==> config.mk <==
export PLATFORM = sky130hd
export DESIGN_NAME = vmu_mem_responder_flat
export DESIGN_NICKNAME = d
export VERILOG_FILES = /design/src/rtl/cellrv32_package.sv /design/src/rtl/vmu_mem_responder_if.sv /design/src/rtl/vmu_beat_packer.sv /design/src/rtl/vmu_mem_responder.sv /design/src/flat_wrapper.sv
export SDC_FILE = /design/constraint.sdc
export NUM_CORES = 1
export LEC_CHECK = 0
export ABC_AREA = 1
export ABC_CLOCK_PERIOD_IN_PS = 2800
export CAP_MARGIN = 30
export CORE_MARGIN = 2
export CORE_UTILIZATION = 32
export CTS_BUF_LIST = sky130_fd_sc_hd__clkbuf_4
export CTS_CLUSTER_DIAMETER = 40
export DETAILED_ROUTE_END_ITERATION = 16
export GPL_ROUTABILITY_DRIVEN = 1
export MAX_ROUTING_LAYER = met4
export SKIP_LAST_GASP = 1
export SLEW_MARGIN = 20
export SYNTH_ARGS = -nofsm -noshare
export SYNTH_HDL_FRONTEND = slang
export SYNTH_HIERARCHICAL = 1
export SYNTH_SLANG_ARGS = --single-unit
==> constraint.sdc <==
create_clock -name clk_i -period 2.8 [get_ports clk_i]
set_input_delay 0.42 -clock clk_i [delete_from_list [all_inputs] [get_ports clk_i]]
set_output_delay 0.42 -clock clk_i [all_outputs]
set_load 0.01 [all_outputs]
==> src/rtl/cellrv32_package.sv <==
// Shared VMU definitions: line/bus geometry, memory request and response
// records, vector memory opcodes and the responder FSM state type.
package cellrv32_package;

  localparam int REQ_DATA_WIDTH   = 256;
  localparam int ADDR_WIDTH       = 32;
  localparam int BUS_WIDTH        = 32;
  localparam int VECTOR_LANES     = 8;
  localparam int TICKET_WIDTH     = $clog2(VECTOR_LANES) + 1;
  localparam int MICROOP_WIDTH    = 7;
  localparam int BEATS            = REQ_DATA_WIDTH / BUS_WIDTH;
  localparam int LINE_OFFSET_BITS = $clog2(REQ_DATA_WIDTH / 8);
  localparam int BEAT_SHIFT       = $clog2(BUS_WIDTH / 8);

  localparam logic [MICROOP_WIDTH-1:0] opcode_vload_c  = 7'b0000111;
  localparam logic [MICROOP_WIDTH-1:0] opcode_vstore_c = 7'b0100111;

  typedef struct packed {
    logic [ADDR_WIDTH-1:0]     address;
    logic [MICROOP_WIDTH-1:0]  microop;
    logic [TICKET_WIDTH-1:0]   ticket;
    logic [REQ_DATA_WIDTH-1:0] data;
  } vector_mem_req;

  typedef struct packed {
    logic [TICKET_WIDTH-1:0]   ticket;
    logic [REQ_DATA_WIDTH-1:0] data;
  } vector_mem_resp;

  typedef enum logic [1:0] {IDLE, RD, WR, RESP} vmu_resp_state_t;

  // Align a byte address down to the start of its line.
  function automatic logic [ADDR_WIDTH-1:0] line_base(input logic [ADDR_WIDTH-1:0] addr);
    logic [ADDR_WIDTH-1:0] mask;
    mask = '1;
    mask = mask << LINE_OFFSET_BITS;
    return addr & mask;
  endfunction

endpackage

==> src/rtl/vmu_mem_responder_if.sv <==
// Request/response and memory-bus signal bundle of the VMU memory responder.
// The slave modport is the responder's view, master is the VMU/bus side.
interface vmu_mem_responder_if;
  import cellrv32_package::*;

  logic                  req_valid_i;
  vector_mem_req         req_i;
  logic                  req_ready_o;
  logic                  resp_valid_o;
  vector_mem_resp        resp_o;
  logic                  bus_req_o;
  logic                  bus_we_o;
  logic [ADDR_WIDTH-1:0] bus_addr_o;
  logic [BUS_WIDTH-1:0]  bus_wdata_o;
  logic                  bus_ack_i;
  logic [BUS_WIDTH-1:0]  bus_rdata_i;
  logic                  idle_o;

  modport slave (
    input  req_valid_i, req_i, bus_ack_i, bus_rdata_i,
    output req_ready_o, resp_valid_o, resp_o, bus_req_o, bus_we_o,
           bus_addr_o, bus_wdata_o, idle_o
  );

  modport master (
    output req_valid_i, req_i, bus_ack_i, bus_rdata_i,
    input  req_ready_o, resp_valid_o, resp_o, bus_req_o, bus_we_o,
           bus_addr_o, bus_wdata_o, idle_o
  );

endinterface

==> src/rtl/vmu_beat_packer.sv <==
// Beat counter, read-line assembly slots and write-slice select for
// splitting one line into BEATS bus words (beat 0 = least-significant word).
module vmu_beat_packer #(
  parameter int BEATS     = 8,
  parameter int BUS_WIDTH = 32,
  localparam int CNT_WIDTH = (BEATS > 1) ? $clog2(BEATS) : 1
) (
  input  logic                       clk,
  input  logic                       srst,
  input  logic                       beat_ack,
  input  logic                       capture,
  input  logic [BUS_WIDTH-1:0]       rdata,
  input  logic [BEATS*BUS_WIDTH-1:0] wline,
  output logic [CNT_WIDTH-1:0]       cnt,
  output logic                       last_beat,
  output logic [BEATS*BUS_WIDTH-1:0] rline,
  output logic [BUS_WIDTH-1:0]       wdata
);

  logic [CNT_WIDTH-1:0] cnt_reg;
  logic [BUS_WIDTH-1:0] wslice [BEATS];

  assign last_beat = (cnt_reg == CNT_WIDTH'(BEATS - 1));
  assign cnt       = cnt_reg;

  // Beat counter: advances on each accepted beat and wraps after the last one.
  always_ff @(posedge clk) begin
    if (srst) begin
      cnt_reg <= '0;
    end else if (beat_ack) begin
      cnt_reg <= last_beat ? '0 : cnt_reg + CNT_WIDTH'(1);
    end
  end

  generate
    for (genvar gi = 0; gi < BEATS; gi++) begin : g_slot
      logic [BUS_WIDTH-1:0] slot_reg;

      // Assembly slot gi captures read data when its own beat is acknowledged.
      always_ff @(posedge clk) begin
        if (srst) begin
          slot_reg <= '0;
        end else if (capture && beat_ack && (cnt_reg == CNT_WIDTH'(gi))) begin
          slot_reg <= rdata;
        end
      end

      assign rline[gi*BUS_WIDTH +: BUS_WIDTH] = slot_reg;
      assign wslice[gi] = wline[gi*BUS_WIDTH +: BUS_WIDTH];
    end
  endgenerate

  // Write data follows the registered counter, so it stays put during waits.
  assign wdata = wslice[cnt_reg];

endmodule

==> src/rtl/vmu_mem_responder.sv <==
// Memory-side responder for the VMU cache port: accepts one line request,
// moves it as single-outstanding 32-bit bus beats and returns load data
// as a one-cycle response tagged with the request ticket.
module vmu_mem_responder
  import cellrv32_package::*;
(
  input  logic                clk_i,
  input  logic                rst_i,
  vmu_mem_responder_if.slave  io
);

  localparam int CNT_WIDTH = (BEATS > 1) ? $clog2(BEATS) : 1;

  vmu_resp_state_t           state_reg, state_next;
  logic                      ready_reg;
  logic [ADDR_WIDTH-1:0]     base_reg;
  logic [TICKET_WIDTH-1:0]   ticket_reg;
  logic [REQ_DATA_WIDTH-1:0] data_reg;

  logic                      handshake;
  logic                      bus_req;
  logic                      bus_we;
  logic                      resp_valid;
  logic                      idle;
  logic                      beat_ack;
  logic                      last_beat;
  logic [CNT_WIDTH-1:0]      cnt;
  logic [REQ_DATA_WIDTH-1:0] rline;
  logic [BUS_WIDTH-1:0]      wdata;

  assign handshake = io.req_valid_i & ready_reg;
  // Acks that arrive with no beat outstanding are ignored.
  assign beat_ack  = io.bus_ack_i & bus_req;

  // State register; ready is a registered decode of the next state.
  always_ff @(posedge clk_i) begin
    if (rst_i) begin
      state_reg <= IDLE;
      ready_reg <= 1'b0;
    end else begin
      state_reg <= state_next;
      ready_reg <= (state_next == IDLE);
    end
  end

  // Request capture: line base, ticket and store data on every handshake.
  always_ff @(posedge clk_i) begin
    if (rst_i) begin
      base_reg   <= '0;
      ticket_reg <= '0;
      data_reg   <= '0;
    end else if (handshake) begin
      base_reg   <= line_base(io.req_i.address);
      ticket_reg <= io.req_i.ticket;
      data_reg   <= io.req_i.data;
    end
  end

  // Next-state logic; unknown microops are accepted and dropped in IDLE.
  always_comb begin
    state_next = state_reg;
    case (state_reg)
      IDLE: begin
        if (handshake) begin
          if (io.req_i.microop == opcode_vload_c) begin
            state_next = RD;
          end else if (io.req_i.microop == opcode_vstore_c) begin
            state_next = WR;
          end
        end
      end
      RD:      if (beat_ack && last_beat) state_next = RESP;
      WR:      if (beat_ack && last_beat) state_next = IDLE;
      RESP:    state_next = IDLE;
      default: state_next = IDLE;
    endcase
  end

  // Output decode from the registered state.
  always_comb begin
    bus_req    = 1'b0;
    bus_we     = 1'b0;
    resp_valid = 1'b0;
    idle       = 1'b0;
    case (state_reg)
      IDLE:    idle = 1'b1;
      RD:      bus_req = 1'b1;
      WR: begin
        bus_req = 1'b1;
        bus_we  = 1'b1;
      end
      RESP:    resp_valid = 1'b1;
      default: idle = 1'b0;
    endcase
  end

  vmu_beat_packer #(
    .BEATS     (BEATS),
    .BUS_WIDTH (BUS_WIDTH)
  ) u_packer (
    .clk       (clk_i),
    .srst      (rst_i),
    .beat_ack  (beat_ack),
    .capture   (state_reg == RD),
    .rdata     (io.bus_rdata_i),
    .wline     (data_reg),
    .cnt       (cnt),
    .last_beat (last_beat),
    .rline     (rline),
    .wdata     (wdata)
  );

  assign io.req_ready_o  = ready_reg;
  assign io.resp_valid_o = resp_valid;
  assign io.resp_o       = {ticket_reg, rline};
  assign io.bus_req_o    = bus_req;
  assign io.bus_we_o     = bus_we;
  assign io.bus_addr_o   = base_reg + (ADDR_WIDTH'(cnt) << BEAT_SHIFT);
  assign io.bus_wdata_o  = wdata;
  assign io.idle_o       = idle;

endmodule

==> src/flat_wrapper.sv <==
// flat-port wrapper written by rule: the top's interface ports become plain ports
module vmu_mem_responder_flat import cellrv32_package::*;
  (clk_i, rst_i, io_req_valid_i, io_req_i, io_bus_ack_i, io_bus_rdata_i, io_req_ready_o, io_resp_valid_o, io_resp_o, io_bus_req_o, io_bus_we_o, io_bus_addr_o, io_bus_wdata_o, io_idle_o);
  vmu_mem_responder_if io_i ();
  input  logic clk_i;
  input  logic rst_i;
  input wire logic [$bits(io_i.req_valid_i)-1:0] io_req_valid_i;
  input wire logic [$bits(io_i.req_i)-1:0] io_req_i;
  input wire logic [$bits(io_i.bus_ack_i)-1:0] io_bus_ack_i;
  input wire logic [$bits(io_i.bus_rdata_i)-1:0] io_bus_rdata_i;
  output wire logic [$bits(io_i.req_ready_o)-1:0] io_req_ready_o;
  output wire logic [$bits(io_i.resp_valid_o)-1:0] io_resp_valid_o;
  output wire logic [$bits(io_i.resp_o)-1:0] io_resp_o;
  output wire logic [$bits(io_i.bus_req_o)-1:0] io_bus_req_o;
  output wire logic [$bits(io_i.bus_we_o)-1:0] io_bus_we_o;
  output wire logic [$bits(io_i.bus_addr_o)-1:0] io_bus_addr_o;
  output wire logic [$bits(io_i.bus_wdata_o)-1:0] io_bus_wdata_o;
  output wire logic [$bits(io_i.idle_o)-1:0] io_idle_o;
  assign io_i.req_valid_i = io_req_valid_i;
  assign io_i.req_i = io_req_i;
  assign io_i.bus_ack_i = io_bus_ack_i;
  assign io_i.bus_rdata_i = io_bus_rdata_i;
  assign io_req_ready_o = io_i.req_ready_o;
  assign io_resp_valid_o = io_i.resp_valid_o;
  assign io_resp_o = io_i.resp_o;
  assign io_bus_req_o = io_i.bus_req_o;
  assign io_bus_we_o = io_i.bus_we_o;
  assign io_bus_addr_o = io_i.bus_addr_o;
  assign io_bus_wdata_o = io_i.bus_wdata_o;
  assign io_idle_o = io_i.idle_o;
  vmu_mem_responder u_core (.clk_i(clk_i), .rst_i(rst_i), .io(io_i));
endmodule
==> results.txt, run 1 <==
- Status: finished with violations
- The final reports fail on negative setup slack.
- Clock H-tree levels: 4
- Overall global routing resource usage: 25.61%
- The worst setup path is captured at an output pin.
- At the pin with the least slew margin, the transition time is 0.8393 ns.
- Width of the die: 270.5 um
* Fraction of layout cells with a size suffix above 1: 11.11%
- Total of warnings raised by yosys: 6
* Arrival time at the worst endpoint: about 2.4 ns
- Via count of the first global-routing pass: 23.21k
- In the synthesized netlist the dominant register cell turns out to be sky130_fd_sc_hd__dfxtp_1.
- CTS saw 549 sinks.
- Total power of the final layout: 18.36 mW
- End of the worst register-to-register path: u_core/u_packer/g_slot[1].slot_reg[31]
* Power density over cell area: 516.2 nW/um2
* Nets@finish: 4572
- In the post-route analysis, the smallest setup slack over all paths is -0.006422 ns.
- Routability-driven placement finished with a final weighted congestion of 0.8407.
- Once layout is complete, the utilization of the core stands at between 50% and 60%.
* Total via count in the routed design: 24.74k
- Number of buffers created by CTS: 157
- Max Slew Vio Count: 0
* TritonCTS clock tree: yes
- Static timing analysis puts the maximum clock frequency at 0.3563 GHz.
- The number of antenna violations at the first check in global routing came to 9.
- Cell chain of the critical path: buf_12, inv_16, buf_12, buf_6, nand2_1, nand3_1, nand2_1, nand2_2, nand2_1, clkdlybuf4s15_2
* Main combinational cell family by area after synthesis: simple AND/OR/NAND/NOR gates
- The worst-case IR drop observed on VDD is about 0.25 mV.
* Post-Syn Area: 22730 um2
- Routed via count divided by cell count: 4.678
* Pleak: approximately 15 nW
- Synth-to-Final Area Change: 56.55%
- Summed over all layers, the routed wires come to about 95000 um.
* Gate Count Post-Synth: 3288
- Share of synthesized cell area in full adder, half adder and majority cells: 0.6056%
- Port buffering added 656 buffers.
- The first global-routing pass estimated about 140000 um of wire.
- Worst clock skew: 0.06664 ns
* FF+latch count, synth: 549
- In this design, the stage delay of the slowest critical-path cell is ~0.36 ns.
- Once detail routing completed, the nets flagged for antenna violations numbered 0.
* Core Footprint: 70150 um2
- In the synthesized netlist, mux cells make up 0% of the area.
* Remaining routing DRC violations: 0
- STA classifies the critical path startpoint as a flop.
* Post-synthesis xor/xnor area fraction: 0%
* Standard-cell row count: a little under 100
- The root buffer cell chosen for the clock tree is sky130_fd_sc_hd__clkbuf_4.
- Summing the areas of all compound-gate instances in the mapped netlist gives about an eighth of the synthesized area.
* Count of endpoints failing hold in the final timing report: 0
- Along the worst path, the maximum fanout reaches 6.
- After detailed routing, the average wire length per cell comes to 17.91 um.
- The total overflow left after global routing is 0.
- The startpoint identified for the worst register-to-register timing path is u_core/state_reg[0].
- Mean area per synthesized cell: 6.912 um2
* Starting Density: 32.40%
- Unrepaired setup endpoints after global routing: yes
- Ports: 664
- Final worst path period need: 2.806 ns
- Clk pin slew, worst setup/hold paths: 0.06 ns
- Entering global routing, the biggest net connects approximately 130 pins.
- Setup violations remaining at the end of the flow were counted as 3.
- Number of violations of the max-capacitance limit: 0
- Counting flops with a built-in enable in the synthesized netlist gives 0.
- In this run the worst setup path terminates at io_bus_wdata_o[2].
* Clock insertion delay at the later pin of the skew report: 0.98 ns
- Worst path most repeated cell: sky130_fd_sc_hd__nand2_1
* Die footprint: 73170 um2
- Of the synthesized area, sequential elements account for 48.36%.
- The wire-length estimate of the detail-placed layout is 61030 um.
- Measured along the y axis, the die boundary spans ~270 um.
- The slowest stage of the critical path belongs to the cell sky130_fd_sc_hd__dfxtp_4.
* Violation count after the first detailed-routing iteration: approximately 2k
* R2R depth: 10
- Data required time of the critical path: 2.38 ns
* Class of the most critical setup path: reg -> out
* Source of the worst hold timing path: io_req_i[69]
- Crit share post-route: 100.2%
- Counting distinct cell types in the post-synthesis netlist gives 24.
- Measured against its own limit, the worst slew margin works out to between 40 and 50%.
- Post-Route Setup TNS: -0.008064 ns
- Number of iterations in the first detailed-routing pass: 6
- Reg-to-reg setup timing slack: about 0.37 ns
* CTS Buffer Depth: 3
- Counting flops with an async set or reset pin after synthesis yields a share of 0%.
- The critical path starts at u_core/u_packer/cnt[0].
* Min-Delay Path Class: in -> reg
* Simple logic cell fraction of the synthesized area: around 29%
cells in the mapped netlist, types with 3 or more instances:
cell type / count / area (um2)
sky130_fd_sc_hd__a21oi_1: 294 / 1471
sky130_fd_sc_hd__buf_1: 17 / 63.81
sky130_fd_sc_hd__buf_2: 89 / 445.4
sky130_fd_sc_hd__buf_4: 19 / 142.6
sky130_fd_sc_hd__buf_6: 30 / 337.8
sky130_fd_sc_hd__clkbuf_1: 56 / 210.2
sky130_fd_sc_hd__clkbuf_2: 9 / 45.04
sky130_fd_sc_hd__clkinv_2: 3 / 15.01
sky130_fd_sc_hd__dfxtp_1: 549 / 10990
sky130_fd_sc_hd__ha_1: 11 / 137.6
sky130_fd_sc_hd__inv_1: 275 / 1032
sky130_fd_sc_hd__inv_2: 5 / 18.77
sky130_fd_sc_hd__nand2_1: 1009 / 3787
sky130_fd_sc_hd__nand2_4: 4 / 45.04
sky130_fd_sc_hd__nand3_1: 131 / 655.6
sky130_fd_sc_hd__nor2_1: 519 / 1948
sky130_fd_sc_hd__nor2_4: 5 / 56.30
sky130_fd_sc_hd__o21ai_0: 230 / 1151
sky130_fd_sc_hd__o21ai_1: 28 / 140.1
repair_timing:
action | 4_1_cts | 5_1_grt
hold buffers | 271 | 0
setup buffers | 16 | 1
cloned | 14 | 3
gates resized for setup | 264 | 52
endpoints found under the setup margin | 35 | 32
endpoints found under the hold margin | 271 | 0
pin swaps | 24 | 26
layer usage:
layer / vias up / track usage (%) / wire [um]
met2: 1029 / 41.34 / 44880
met4: 0 / 12.56 / 4288
met3: 215 / 5.432 / 6105
met5: - / - / 0
li1: 12150 / - / -
met1: 11340 / 30.26 / 39390
through the flow:
step | hold WS [ns] | std cells | area [um2] | worst slack [ns]
floorplan | 0.4436 | 3289 | 22730 | 1.030
global placement | 0.4516 | 4703 | 29730 | 0.1747
detailed placement | 0.4545 | 4703 | 29730 | 0.1628
CTS | 0.001278 | 5275 | 35300 | -0.1505
global route | 0.01427 | 5287 | 35580 | -0.1373
finish | 0.09378 | 5287 | 35580 | -0.006422
placed cells by master, fill, tap and decap left out, types with 53 or more instances in the layout:
cell type / Yosys / layout
sky130_fd_sc_hd__a21oi_1: 294 / 294
sky130_fd_sc_hd__clkbuf_4: 1 / 234
sky130_fd_sc_hd__dlygate4sd3_1: 0 / 271
sky130_fd_sc_hd__o21ai_0: 230 / 230
sky130_fd_sc_hd__nand2_2: 1 / 53
sky130_fd_sc_hd__nand2_1: 1009 / 946
sky130_fd_sc_hd__clkdlybuf4s50_1: 0 / 620
sky130_fd_sc_hd__nor2_1: 519 / 519
sky130_fd_sc_hd__dfxtp_1: 549 / 546
sky130_fd_sc_hd__inv_1: 275 / 272
sky130_fd_sc_hd__nand3_1: 131 / 97
worst min-delay path by stage:
stage,endpoint,slack (ns),cells after the start
finish,u_core/data_reg[69],0.09,3
global route,u_core/data_reg[69],0.01,3
CTS,u_core/data_reg[124],0.001,3
detailed placement,u_core/base_reg[17],0.45,2
global placement,u_core/base_reg[8],0.45,2
floorplan,u_core/data_reg[242],0.44,2
final cells by class:
| type | instances | area [um2] |
|---|---|---|
| timing repair inverter | 2 | 17.52 |
| inverter | 285 | 1120 |
| sequential | 549 | 11000 |
| clock inverter | 37 | 246.5 |
| antenna | 9 | 22.52 |
| clock buffer | 234 | 1757 |
| multi-input combinational | 2234 | 9821 |
| tap | 940 | 1176 |
| fill | 6961 | 34570 |
| timing repair buffer | 997 | 10420 |
worst max-delay path: cells and delay by family (launching register included):
family / cells / cell delay (ns)
flops: 1 / 0.36
simple gates: 5 / 0.34
buf+inv: 5 / 0.75
cell families after synthesis:
group	Yosys count
adders and majority gates	11
AOI/OAI and AO/OA	552
buffers and inverters	506
DFF	549
other	1
and+or+nand+nor	1669
report_power, final:
group	switching (mW)	internal (mW)	leakage, nW	total [mW]
clock network	3.60	4.02	1.20	7.62
registers	0.115	8.04	4.46	8.16
logic	1.32	1.27	8.97	2.59
Power figures use the tool's default switching activity.
==> run 2, diff against run 1 <==
--- a/config.mk
+++ b/config.mk
@@ -5,7 +5,6 @@
 export SDC_FILE = /design/constraint.sdc
 export NUM_CORES = 1
 export LEC_CHECK = 0
-export ABC_AREA = 1
 export ABC_CLOCK_PERIOD_IN_PS = 2800
 export CAP_MARGIN = 30
 export CORE_MARGIN = 2
==> run 2 against run 1 <==
The flow still finishes with violations (negative setup slack). Via count is 12% lower. Sequential cell count stayed put. Wire length is 9.4% lower. Critical endpoint is now io_bus_wdata_o[24]. Sequential power is 7.4% higher.
==> results.txt, run 2 <==
- Number of buffers created by CTS: 156
* Total of warnings raised by yosys: 6
* Delay of the slowest cell on the worst path: 0.57 ns
- From left edge to right edge, the die measures between 200 and 300 um.
* Critical-path cell with the highest stage delay: sky130_fd_sc_hd__mux4_2
* Total power of the final layout: approximately 22 mW
- For this configuration, the core starts out at a cell density of 32.47%.
* Filler cell count in the final layout: about 6.3k
* VDD IR-drop max: 0.3819 mV
- Clock latency on the worst-skew pair, taken at its later pin, is slightly below 1 ns.
- In the routed design, unresolved DRC markers number 0.
* Routed via count divided by cell count: ~4.7
- Arrival time at the worst endpoint: 2.63 ns
- Total area of multi-input combinational cells: 9310 um2
- Net switching is 30.37% of the power.
- For this design the ratio of total power to cell area is 634.8 nW/um2.
- Compared with the post-synthesis result, the final layout area differs by 58.63%.
- CTS Buffer Depth: 3
- CTS placed an instance of sky130_fd_sc_hd__clkbuf_4 at the clock tree root.
- Aggregate routed wire length: 85730 um
* Clock H-tree levels: 4
* Data required time of the critical path: roughly 2.4 ns
- Largest driver fanout on the critical path: 6
- Smallest setup slack after layout: -0.2503 ns
- Cell family contributing the most delay on the critical path: multiplexers
* Wirelength per Cell: 18.74 um
- For this run, the leading register cell type out of synthesis is sky130_fd_sc_hd__dfxtp_1.
- The worst pin sits at a relative slew slack of 57.74%.
- By count the netlist is led by sky130_fd_sc_hd__nand2_1, sky130_fd_sc_hd__dfxtp_1, sky130_fd_sc_hd__a21oi_1.
- The die covers about 69000 um2.
* Number of iterations in the first detailed-routing pass: 5
* TritonCTS clock tree: yes
- The top cell type by area accounts for 51.30% of the synthesized area.
- After legalization and detailed placement, the total HPWL measured 58360 um.
- The number of buffers and inverters on the critical path is 4.
* Worst clock skew: 0.05990 ns
- Yosys mapped the design onto 35 distinct sky130hd cell types.
- The worst setup path is captured at an output pin.
* Violation count after the first detailed-routing iteration: 1450
* Overall global routing resource usage: 25.03%
* Dominant cell by count in the synthesized netlist: sky130_fd_sc_hd__nand2_1
- The path class of the tightest hold or removal check is in -> reg.
- Core Footprint: 65980 um2
* Number of violations of the max-capacitance limit: 0
* CP startpoint kind: flop
- Int Pwr: 15.02 mW
- Of the total power, combinational logic draws a little under a quarter.
* Fraction of layout cells with a size suffix above 1: 14.17%
* Crit share post-route: 108.9%
- Of the total power, registers draw 40.6%.
- Mean area per synthesized cell: roughly 8.1 um2
- Clock tree synthesis found a total of ~550 sinks.
- The tightest hold path in the finished design has a slack of 0.08183 ns.
- The final route contains 21.65k vias.
- Leading cell types in the layout, fill and taps excluded: sky130_fd_sc_hd__nand2_1, sky130_fd_sc_hd__clkdlybuf4s50_1, sky130_fd_sc_hd__dfxtp_1, sky130_fd_sc_hd__a21oi_1, sky130_fd_sc_hd__dlygate4sd3_1
- Gate Count Post-Synth: 2637
- RePlAce Congestion: 0.8510
- Class of the most critical setup path: reg -> out
- Worst path most repeated cell: sky130_fd_sc_hd__buf_12
- Sorting the synthesized cells by area gives the leading types as sky130_fd_sc_hd__dfxtp_1, sky130_fd_sc_hd__nand2_1, sky130_fd_sc_hd__a21oi_1, sky130_fd_sc_hd__mux4_2, sky130_fd_sc_hd__buf_2.
* Utilization after layout: roughly half
* Count of endpoints failing hold in the final timing report: 0
- After clock tree synthesis, the clock-pin slew on the worst setup and hold paths is about 0.06 ns.
- First-pass GRT wire length: 128500 um
- Max Slew Vio Count: 0
- Post-Route Setup TNS: -4.572 ns
* Cell chain of the critical path: buf_12, buf_12, buf_12, mux4_2, nand2_2, nand2_2, buf_6
- Ports: 664
- The number of antenna violations at the first check in global routing is 17.
* Actual slew at the worst max-slew pin: 0.6319 ns
* Count of input and output buffers: 656
- Setup violations remaining at the end of the flow were counted as 32.
* Violated checks: negative setup slack
* Sequential cell area: 11000 um2
- For this run, the post-layout net count is approximately 4k.
- The initialized floorplan defines 94 standard-cell rows.
* P_sw: 6.552 mW
* Pin count of the biggest net entering global routing: 90
* Share of synthesized registers carrying an async set or reset: 0%
- Unrepaired setup endpoints after global routing: yes
* Final worst path period need: 3.050 ns
* Area leader, netlist: sky130_fd_sc_hd__dfxtp_1
* Global route total overflow: 0
- Antenna violation net count after detailed routing: 0
- FF+latch count, synth: roughly 550
- Summing every instance area after synthesis gives about 21000 um2.
* Sequential-to-total area share from yosys stat: 51.30%
* Top achievable clock speed: 0.3278 GHz
- Status: finished with violations
- The number of global-route vias before repair is roughly 22k.
- Number of flops mapped to enable cells by yosys: 0
- Per report_power, the clock group accounts for 36.2% of the total.
* Most frequent standard cell in the layout excluding fill and tap cells: sky130_fd_sc_hd__nand2_1
* Pleak: 12.26 nW
- Floorplan die height: between 200 and 300 um
## run 2: metal layers
layer	part of all wire, %	track usage, %	up-vias
met5	0	-	-
met4	4.3	12.78	0
met3	7.5	7.449	170
met2	50	42.63	824
met1	38	26.27	10080
li1	-	-	10570
## run 2: final timing paths
kind	depth (start not counted)	endpoint	slack, ns	startpoint
max	7	io_bus_wdata_o[24]	-0.25	u_core/u_packer/cnt[0]
max reg2reg	8	u_core/u_packer/g_slot[2].slot_reg[7]	0.49	u_core/state_reg[1]
min	3	u_core/data_reg[97]	0.08	io_req_i[97]
min reg2reg	2	u_core/u_packer/g_slot[2].slot_reg[29]	0.45	u_core/u_packer/g_slot[2].slot_reg[29]
## run 2: through the flow
stage                     cell area, um2  worst slack [ns]  std cells
after floorplan                    21430            0.8878       2638
after global placement             28620            0.1393       3986
after detailed placement           28620            0.1281       3986
after CTS                          33860           -0.3746       4555
after global routing               33980           -0.3740       4574
final                              33990           -0.2503       4575
## run 2: worst register-to-register path, cell delays in order (launching register included)
cell,delay (ns)
sky130_fd_sc_hd__dfxtp_1,0.42
sky130_fd_sc_hd__inv_1,0.11
sky130_fd_sc_hd__ha_1,0.32
sky130_fd_sc_hd__and2_1,0.30
sky130_fd_sc_hd__buf_4,0.24
sky130_fd_sc_hd__nand4b_1,0.08
sky130_fd_sc_hd__buf_4,0.44
sky130_fd_sc_hd__nand2_1,0.14
sky130_fd_sc_hd__a21oi_1,0.18
## run 2: final cells by class
type	count	area share [%]
Timing Repair Buffer	1006	30.62
Clock buffer	247	5.456
Tap cell	864	3.181
Antenna cell	21	0.1546
Inverter	6	0.06995
Sequential cell	549	32.36
Multi-Input combinational cell	1844	27.39
Clock inverter	38	0.7621
## run 2: cell families after synthesis
| group | Yosys count | share of synthesized area, % |
|---|---|---|
| compound gates | 551 | 13.03 |
| fa+ha+maj | 11 | 0.6424 |
| buf+inv | 245 | 6.459 |
| flops | 549 | 51.30 |
| mux | 65 | 6.774 |
| other cells | 1 | 0.01750 |
| simple gates | 1215 | 21.78 |
## run 2: power groups by stage
stage          clock network, mW  registers (mW)  logic, mW
3_5_place_dp                   0            8.95       4.28
5_1_grt                     8.48            8.82       5.43
3_3_place_gp                   0            8.94       4.27
2_1_floorplan                  0            8.85       2.55
6_report                    7.81            8.76       5.00
4_1_cts                     8.02            8.76       5.01
## run 2: what timing repair did
| item | in CTS | in global routing |
|---|---|---|
| hold buffers | 265 | 0 |
| gates cloned | 4 | 0 |
| hold endpoints to repair | 309 | 0 |
| endpoints found under the setup margin | 35 | 34 |
| setup buffers | 15 | 1 |
| pin swaps | 36 | 27 |
| gates resized for setup | 237 | 40 |
==> run 3, diff against run 2 <==
--- a/config.mk
+++ b/config.mk
@@ -5,7 +5,8 @@
 export SDC_FILE = /design/constraint.sdc
 export NUM_CORES = 1
 export LEC_CHECK = 0
-export ABC_CLOCK_PERIOD_IN_PS = 2800
+export ABC_AREA = 1
+export ABC_CLOCK_PERIOD_IN_PS = 3170
 export CAP_MARGIN = 30
 export CORE_MARGIN = 2
 export CORE_UTILIZATION = 32
==> constraint.sdc (replaced) <==
create_clock -name clk_i -period 3.17 [get_ports clk_i]
set_input_delay 0.4755 -clock clk_i [delete_from_list [all_inputs] [get_ports clk_i]]
set_output_delay 0.4755 -clock clk_i [all_outputs]
set_load 0.01 [all_outputs]
==> run 3 against run 2 <==
The run still ends with negative setup slack left. Cell count rose by 14%. Clock power decreased by 17%. Non-clock buffer count shrank 52. Critical path depth is 1 higher. First-iteration DRC count up 28%. Core utilization shrank 2.5 points. Cell area grew 1.1%. Clock-buffer cell count is 30 lower. Highest routed layer unchanged.
==> results.txt, run 3 (synthesis gave the netlist of run 1 again) <==
- After layout, the worst setup slack is -0.08770 ns.
* Ports: 664
- Count of endpoints failing hold in the final timing report: 0
* Clk pin slew, worst setup/hold paths: 0.06 ns
* Violation count after the first detailed-routing iteration: 1855
* Final number of setup-violating endpoints: 3
- Starting Density: 32.40%
* Cell area after layout: 34350 um2
- Pin count of the biggest net entering global routing: 171
- The floorplan step defined a core boundary enclosing approximately 70000 um2.
- For the pin with the worst max-slew slack, the measured transition is 0.8428 ns.
* Standard-cell row count: slightly below 100
- Antenna violation net count after detailed routing: 0
* Pleak: 14.16 nW
* Global route total overflow: 0
* Number of violations of the max-capacitance limit: 0
* Width of the die: 270.5 um
- Summed over all layers, the routed wires come to 93200 um.
* Arrival time at the worst endpoint: 2.78 ns
* Category of the worst setup path capture point: output pin
- Leading cell types in the layout, fill and taps excluded: sky130_fd_sc_hd__nand2_1, sky130_fd_sc_hd__clkdlybuf4s50_1, sky130_fd_sc_hd__dfxtp_1, sky130_fd_sc_hd__nor2_1, sky130_fd_sc_hd__a21oi_1
* Destination of the critical timing path: io_bus_wdata_o[0]
- The final route contains 24.32k vias.
- Number of buffers created by CTS: roughly 160
- The most critical setup path has its startpoint at u_core/u_packer/cnt[0].
- Count of input and output buffers: approximately 660
- Class of the most critical setup path: reg -> out
* Min-Delay Path Class: in -> reg
* Violated checks: negative setup slack
* Worst clock skew: 0.06487 ns
- Fraction of layout cells with a size suffix above 1: 8.812%
- Routed via count divided by cell count: roughly 4.7
* Data required time of the critical path: 2.69 ns
- Static timing analysis puts the maximum clock frequency at 0.3070 GHz.
* TritonCTS clock tree: yes
- Cells fill about 49% of the core in the end.
* CP startpoint kind: flop
- End of the worst register-to-register path: u_core/u_packer/g_slot[1].slot_reg[31]
- CTS Buffer Depth: 3
* Placed Area: 29700 um2
- At the end of routability-driven placement, the weighted congestion stood at 0.8568.
* Crit share post-route: 102.8%
* Final worst path period need: 3.258 ns
- Along the worst path, the maximum fanout reaches 23.
- Max Slew Vio Count: 0
- Once placement completed, the tool counted placed cells totaling around 4.7k.
* Number of iterations in the first detailed-routing pass: 5
- The tightest hold path in the finished design has a slack of 0.1242 ns.
- For this run, the total global-route usage over all layers was measured as 25.38%.
- First-pass GRT wire length: 139000 um
- After detailed routing, the number of remaining DRC violations is 0.
- The die is 270.5 um tall.
* Nets@finish: about 4.5k
* Critical R2R Launch: u_core/state_reg[0]
* Synth-to-Final Area Change: 51.16%
- In the final routed layout, each cell accounts on average for roughly 18 um.
- IR analysis of the VDD net gives a maximum drop of 0.2623 mV.
- Once layout is complete, the cells apart from fillers number 5211.
- Power spread over the standard cell area amounts to 461.0 nW/um2.
* Clock insertion delay at the later pin of the skew report: 0.99 ns
- Worst slew margin: 43.82%
- Before CTS, the worst setup slack after placement is between 0.15 and 0.2 ns.
- After filler insertion, the fill cell instance count of the layout stands at 7099.
- HPWL after detailed placement: 61070 um
- R2R depth: 10
- Clock tree root buffer cell: sky130_fd_sc_hd__clkbuf_4
- The worst hold path begins at io_req_i[220].
* Via count of the first global-routing pass: between 20k and 25k
- The floorplan step defined a die boundary enclosing 73170 um2.
- Overall power consumption after layout is estimated at roughly 16 mW.
* CTS Sinks: 549
- Most frequent standard cell in the layout excluding fill and tap cells: sky130_fd_sc_hd__nand2_1
- Reg-to-reg setup timing slack: 0.37 ns
* Post-Route Setup TNS: -0.1465 ns
* Initial antenna violation count: 4
* Unrepaired setup endpoints after global routing: yes
- Clock H-tree levels: 4
- The run finished, with violations left.
run 3: layout make-up:
cell class                 instances  area [um2]  share of cell area (%)
timing repair buffer             954        9659                   28.12
sequential                       549       11000                   32.01
inverter                         285        1110                   3.230
clock buffer                     217        1629                   4.742
multi-input combinational       2234        9515                   27.70
antenna                            4       10.01                 0.02914
tap                              940        1176                   3.424
timing repair inverter             1       16.27                 0.04735
clock inverter                    27       241.5                  0.7029
run 3: worst max-delay path: stages (launching register included):
cell,delay [ns]
sky130_fd_sc_hd__dfxtp_4,0.36
sky130_fd_sc_hd__clkbuf_4,0.17
sky130_fd_sc_hd__buf_16,0.17
sky130_fd_sc_hd__nand2_1,0.11
sky130_fd_sc_hd__nand3_2,0.13
sky130_fd_sc_hd__nand2_1,0.12
sky130_fd_sc_hd__nand2_1,0.07
sky130_fd_sc_hd__nand2_1,0.09
sky130_fd_sc_hd__clkdlybuf4s50_1,0.55
run 3: layer usage:
metal	wire length (um)	track usage [%]
met5	0	-
met4	3463	10.98
met2	45010	41.67
met3	6851	5.787
met1	37870	29.73
run 3: how the worst min path moves through the flow:
stage          cells past startpoint                    to
4_1_cts                            3  u_core/data_reg[193]
6_report                           3  u_core/data_reg[220]
2_1_floorplan                      2  u_core/data_reg[242]
3_5_place_dp                       2   u_core/base_reg[23]
3_3_place_gp                       2  u_core/data_reg[206]
5_1_grt                            3   u_core/data_reg[10]
run 3: power by group:
part	internal [mW]	switching, mW	total (mW)	leakage, nW
Sequential	7.11	0.103	7.21	4.46
Combinational	1.02	1.11	2.13	8.59
Clock	3.44	3.06	6.50	1.11
run 3: timing repair:
item,4_1_cts,5_1_grt
buffers inserted,10,4
pin swaps,5,10
hold buffers,238,0
resized for setup,97,56
hold endpoints to repair,248,0
cloned,7,0
setup endpoints to repair,33,30
